File: src/rtl/pipe_ctrl_pkg.sv
// pipe_ctrl_pkg: shared FSM state codes, halt opcode and stall/flush cause encoding
package pipe_ctrl_pkg;
  localparam logic [1:0] ST_RUN      = 2'd0;
  localparam logic [1:0] ST_MEM_WAIT = 2'd1;
  localparam logic [1:0] ST_DRAIN    = 2'd2;
  localparam logic [1:0] ST_HALTED   = 2'd3;
  localparam logic [31:0] HALT_INSTR = 32'hFFFF_FFFF;
  typedef enum logic [2:0] {
    C_NONE,
    C_MEM,
    C_LOAD_USE,
    C_REDIRECT,
    C_HALT,
    C_DRAIN,
    C_HALTED
  } cause_e;
endpackage

File: src/rtl/pipe_perf_counters.sv
// pipe_perf_counters: wrapping cycle/stall/flush/mem-wait event counters, frozen while disabled
module pipe_perf_counters #(
  parameter int CNT_W = 32
) (
  input  logic             clk,
  input  logic             rst_n,
  input  logic             en,
  input  logic             stall,
  input  logic             flush,
  input  logic             mem_wait,
  output logic [CNT_W-1:0] cyc_cnt,
  output logic [CNT_W-1:0] stall_cnt,
  output logic [CNT_W-1:0] flush_cnt,
  output logic [CNT_W-1:0] memwait_cnt
);
  // count events every enabled cycle; natural wrap at 2^CNT_W
  always_ff @(posedge clk or negedge rst_n) begin
    if (!rst_n) begin
      cyc_cnt     <= '0;
      stall_cnt   <= '0;
      flush_cnt   <= '0;
      memwait_cnt <= '0;
    end else if (en) begin
      cyc_cnt     <= cyc_cnt + 1'b1;
      stall_cnt   <= stall_cnt + CNT_W'(stall);
      flush_cnt   <= flush_cnt + CNT_W'(flush);
      memwait_cnt <= memwait_cnt + CNT_W'(mem_wait);
    end
  end
endmodule

File: src/rtl/pipeline_stall_sequencer.sv
// pipeline_stall_sequencer: per-stage stall/flush control, drain and halt sequencing; PIPE_PERF_CNT_EN adds perf counters
module pipeline_stall_sequencer
  import pipe_ctrl_pkg::*;
#(
  parameter int DRAIN_CYCLES = 4,
  parameter int MEM_TIMEOUT  = 255,
  parameter int CNT_W        = 32
) (
  input  logic             clk,
  input  logic             rst_n,
  input  logic             hz_stall,
  input  logic             br_redirect,
  input  logic             dmem_req,
  input  logic             dmem_ready,
  input  logic             halt_d,
  output logic             stall_f,
  output logic             stall_d,
  output logic             stall_e,
  output logic             stall_m,
  output logic             flush_d,
  output logic             flush_e,
  output logic             flush_w,
  output logic             halted,
  output logic             mem_err,
  output logic [1:0]       state_o
`ifdef PIPE_PERF_CNT_EN
  ,output logic [CNT_W-1:0] cyc_cnt
  ,output logic [CNT_W-1:0] stall_cnt
  ,output logic [CNT_W-1:0] flush_cnt
  ,output logic [CNT_W-1:0] memwait_cnt
`endif
);
  localparam int DW = $clog2(DRAIN_CYCLES) + 1;
  localparam int TW = $clog2(MEM_TIMEOUT + 1) + 1;
  logic [1:0]    state, state_n;
  logic [DW-1:0] dcnt;
  logic [TW-1:0] tcnt;
  logic          mem_wait, freeze, front;
  cause_e        cause;
  // a pending memory access outranks everything except the final halted freeze
  assign mem_wait = (state != ST_HALTED) & !dmem_ready & (dmem_req | (state == ST_MEM_WAIT));
  // pick the single winning cause for this cycle, then next state from it
  always_comb begin
    cause   = state == ST_HALTED ? C_HALTED :
              mem_wait           ? C_MEM :
              state == ST_DRAIN  ? C_DRAIN :
              hz_stall           ? C_LOAD_USE :
              br_redirect        ? C_REDIRECT :
              halt_d             ? C_HALT : C_NONE;
    state_n = cause == C_MEM     ? (state == ST_DRAIN ? ST_DRAIN : ST_MEM_WAIT) :
              cause == C_HALT    ? ST_DRAIN :
              state == ST_DRAIN  ? (dcnt == '0 ? ST_HALTED : ST_DRAIN) :
              state == ST_MEM_WAIT ? ST_RUN : state;
  end
  assign freeze  = (cause == C_MEM) | (cause == C_HALTED);
  assign front   = freeze | (cause == C_LOAD_USE) | (cause == C_HALT) | (cause == C_DRAIN);
  assign stall_f = front;
  assign stall_d = front;
  assign stall_e = freeze;
  assign stall_m = freeze;
  assign flush_w = freeze;
  assign flush_e = (cause == C_LOAD_USE) | (cause == C_HALT) | (cause == C_DRAIN);
  assign flush_d = cause == C_REDIRECT;
  assign halted  = state == ST_HALTED;
  assign state_o = state;
  // state, drain countdown (held during mem wait) and saturating mem-wait timeout
  always_ff @(posedge clk or negedge rst_n) begin
    if (!rst_n) begin
      state   <= ST_RUN;
      dcnt    <= '0;
      tcnt    <= '0;
      mem_err <= 1'b0;
    end else begin
      state   <= state_n;
      dcnt    <= cause == C_HALT ? DW'(DRAIN_CYCLES - 1) :
                 (cause == C_DRAIN && dcnt != '0) ? dcnt - 1'b1 : dcnt;
      tcnt    <= state != ST_MEM_WAIT ? '0 :
                 (!dmem_ready && tcnt != TW'(MEM_TIMEOUT)) ? tcnt + 1'b1 : tcnt;
      mem_err <= mem_err | ((state == ST_MEM_WAIT) & !dmem_ready & (tcnt >= TW'(MEM_TIMEOUT - 1)));
    end
  end
`ifdef PIPE_PERF_CNT_EN
  pipe_perf_counters #(.CNT_W(CNT_W)) u_perf (
    .clk(clk),
    .rst_n(rst_n),
    .en(state != ST_HALTED),
    .stall(stall_f),
    .flush(flush_d | flush_e),
    .mem_wait(mem_wait),
    .cyc_cnt(cyc_cnt),
    .stall_cnt(stall_cnt),
    .flush_cnt(flush_cnt),
    .memwait_cnt(memwait_cnt)
  );
`endif
endmodule

File: config.mk
export PLATFORM = sky130hd
export DESIGN_NAME = pipeline_stall_sequencer
export DESIGN_NICKNAME = d
export VERILOG_FILES = /design/src/rtl/pipe_ctrl_pkg.sv /design/src/rtl/pipe_perf_counters.sv /design/src/rtl/pipeline_stall_sequencer.sv
export SDC_FILE = /design/constraint.sdc
export NUM_CORES = 1
export LEC_CHECK = 0
export CAP_MARGIN = 20
export CORE_MARGIN = 1.5
export CORE_UTILIZATION = 53
export CTS_BUF_LIST = sky130_fd_sc_hd__clkbuf_8
export CTS_CLUSTER_SIZE = 30
export DETAILED_ROUTE_END_ITERATION = 7
export GPL_ROUTABILITY_DRIVEN = 0
export PLACE_DENSITY = 0.81
export SLEW_MARGIN = 40
export SYNTH_ARGS = -nofsm -noshare
export SYNTH_HDL_FRONTEND = slang
export SYNTH_SLANG_ARGS = --single-unit
File: constraint.sdc
create_clock -name clk -period 2.2 [get_ports clk]
set_input_delay 0.44 -clock clk [delete_from_list [all_inputs] [get_ports clk]]
set_output_delay 0.44 -clock clk [all_outputs]
set_load 0.01 [all_outputs]
==> key figures <==
Global routing
  • Number of global-route vias before repair: roughly 760
  • GR Overflow Total: 0
  • Total GRT Usage: 0.223
  • First-pass GRT wire length: 3190 um
  • Initial antenna violation count: 0
  • Largest net degree at the start of global routing: 16

Setup path
  • Crit path buffers/inverters: 3
  • Crit start category: input port
  • Crit end category: primary output
  • Reg2reg end: tcnt[6]
  • Crit path arrival time: 1.74 ns
  • Reg2reg setup slack: 0.19 ns
  • Critical Path Fanout Max: 4
  • RR Startpoint: tcnt[0]
  • CP Cell Sequence: clkdlybuf4s50_1 -> o21bai_2 -> buf_4 -> nand2b_1 -> a21oi_1 -> dlygate4sd2_1
  • Largest stage delay on the critical path: roughly 0.44 ns
  • CP Class: input port to primary output
  • Worst Reg-to-Reg Cells: 7
  • Critical path required time: 1.76 ns
  • Slowest cell on crit path: clkdlybuf4s50_1
  • Worst path top cell family by delay: buffers and inverters

Floorplan
  • Initial Util: 0.590
  • Placement Rows: 14
  • Full die area: 2010 um^2
  • Die Wd: 44.9 um
  • DIE HEIGHT: 44.9 um
  • I/O pin count: 18
  • Placeable Area: around 1600 um^2

Synth
  • Post-synthesis sequential area ratio: 0.404
  • Area share of and/or/nand/nor cells after synthesis: 0.202
  • Largest family of logic cells by synthesized area: simple AND/OR/NAND/NOR gates
  • Area leader, netlist: dfrtp_1
  • Post-synth cell types: 35
  • Mux cell area share after synthesis: 0.0377
  • Adder-Cell Fraction of Synth Area: 0.0673
  • Syn. warnings: 0
  • FF+latch count, synth: 15
  • Post-synth EDFFs: 0
  • Synthesized Nets: 109
  • Xor and xnor fraction of the mapped netlist area: 0.0188
  • Average cell area after synthesis: 9.58 um^2
  • Synth Area in Compound Gates: 0.197
  • Post-Syn Instances: 97
  • Synth async-reset ratio: 1.00
  • Synth area leaders: dfrtp_1, a21oi_1, ha_1, or3_1, o21ai_0
  • Cell area after synthesis: 930 um^2
  • Top_reg_cell synth: dfrtp_1
  • Post-synth top area share: 0.404

Clock network
  • CTS clk-pin slew, worst paths: 0.06 ns
  • Clock sinks: 15
  • Total CTS buffers: 3
  • Worst-skew pair later-pin latency: 0.25 ns
  • Root buffer cell: clkbuf_8
  • H-Tree Depth: 1
  • Clock Tree Buf Depth: 2
  • TritonCTS clock tree: done

Timing
  • Max-Slew Margin vs Limit: 0.565
  • Fin crit share: 0.989
  • Slew Viols, Final: 0
  • Max Fclk: 460 MHz
  • Final hold vios: 0
  • Setup violators final: 0
  • Final worst path period need: 2.18 ns
  • Least-Margin Pin Slew: 0.651 ns
  • Clk_skew: roughly 0.0038 ns

Placement
  • Port Buf Inserts: 17
  • Placement Cell Area: 1130 um^2
  • Hpwl dp: 1370 um

Detailed routing
  • TritonRoute pass-1 iters: 4
  • Via Count: about 760
  • Detailed-route wire length: 1990 um
  • Vias per cell: 5.53
  • Antenna Nets Post-Route: 0
  • DRC viols: 0
  • Drt wl/cell: 14.5 um
  • Initial DRC count: 13

Final layout
  • # diodes: 0
  • Area Overhead vs Synth: 28.9%
  • Commonest non-fill, non-tap cell in the layout: dfrtp_1
  • Final Cell Area: 1200 um^2
  • Layout cells sized above 1: 0.165
  • Nets: 134
  • Most frequent cells in the layout: dfrtp_1, a21oi_1, clkdlybuf4s50_1, buf_4, inv_1

Hold path
  • Min-delay src: mem_err
  • Worst Hold Endpoint: mem_err
  • Hold-critical path depth: 1
  • Hold Crit Class: flip-flop to flip-flop

Run status
  • Status: finished, final reports clean

Pwr
  • Leakage: about 0.53 nW
  • Power density over cell area: 944 nW/um^2
  • VDD IR max: slightly below 0.0006 V
  • Final Power: 1.13 mW

Run
  • Max cap viols: 0
kinds of logic after synthesis:
family	Yosys count
buffers and inverters	13
multiplexers	3
flip-flops	15
adder cells (fa/ha/maj)	5
XOR/XNOR	2
AND/OR/NAND/NOR	30
AO/OA/AOI/OAI	29
timing repair:
action	4_1_cts	5_1_grt
buffers inserted	1	1
gates resized for setup	5	4
pin swaps	1	1
hold buffers	0	0
setup endpoints to repair	7	3
power breakdown:
| group | leakage [nW] | total [mW] | internal (mW) | switching [mW] |
|---|---|---|---|---|
| clock network | 0.0269 | 0.215 | 0.123 | 0.0912 |
| logic | 0.314 | 0.531 | 0.286 | 0.244 |
| registers | 0.193 | 0.387 | 0.337 | 0.0496 |
metrics by stage:
| stage | setup slack [ns] | utilization | cells | TNS [ns] | hold WS, ns |
|---|---|---|---|---|---|
| after detailed placement | -0.154 | 0.717 | 131 | -0.595 | 0.459 |
| after CTS | 0.0101 | 0.749 | 136 | 0 | 0.470 |
| after global routing | -0.00404 | 0.760 | 137 | -0.00404 | 0.491 |
| final | 0.0240 | 0.760 | 137 | 0 | 0.465 |
| after floorplan | 0.396 | - | 97 | 0 | 0.144 |
| after global placement | -0.118 | 0.717 | 131 | -0.380 | 0.441 |
layout make-up:
class | instances | area (um^2)
inverter | 7 | 26.3
tap | 16 | 20.0
sequential | 15 | 375
clock buffer | 3 | 41.3
multi-input combinational | 69 | 492
fill | 113 | 378
timing repair buffer | 26 | 240
clock inverter | 1 | 3.75
synthesized netlist by cell type (all sizes together), types with 2 or more instances:
cell / count
a21o: 2
a21oi: 14
buf: 5
dfrtp: 15
ha: 5
inv: 7
mux2i: 2
nand2: 3
nand2b: 3
nand3: 2
nor2: 7
nor2b: 2
o21ai: 6
or3: 5
xnor2: 2
registers in the layout, indices dropped and copies added, names as in the netlist:
register	flops
state_o	2
dcnt	3
mem_err	1
tcnt	9
per-layer routing:
metal,routed length [um],track usage,vias to the layer above
met5,0,0,-
met4,29,0.118,0
met3,77,0.0600,4
met2,927,0.357,17
met1,949,0.277,350
li1,-,-,387
worst max-delay path by stage:
stage | end | slack, ns | cells past startpoint | startpoint
after detailed placement | flush_e | -0.15 | 5 | dmem_req
final | flush_e | 0.02 | 6 | dmem_req
after global placement | flush_e | -0.12 | 5 | dmem_req
after global routing | flush_e | -0.004 | 6 | dmem_req
after CTS | flush_d | 0.01 | 4 | dmem_ready
after floorplan | tcnt[4] | 0.40 | 7 | tcnt[0]
No activity file was read; power rests on OpenSTA's default activity.
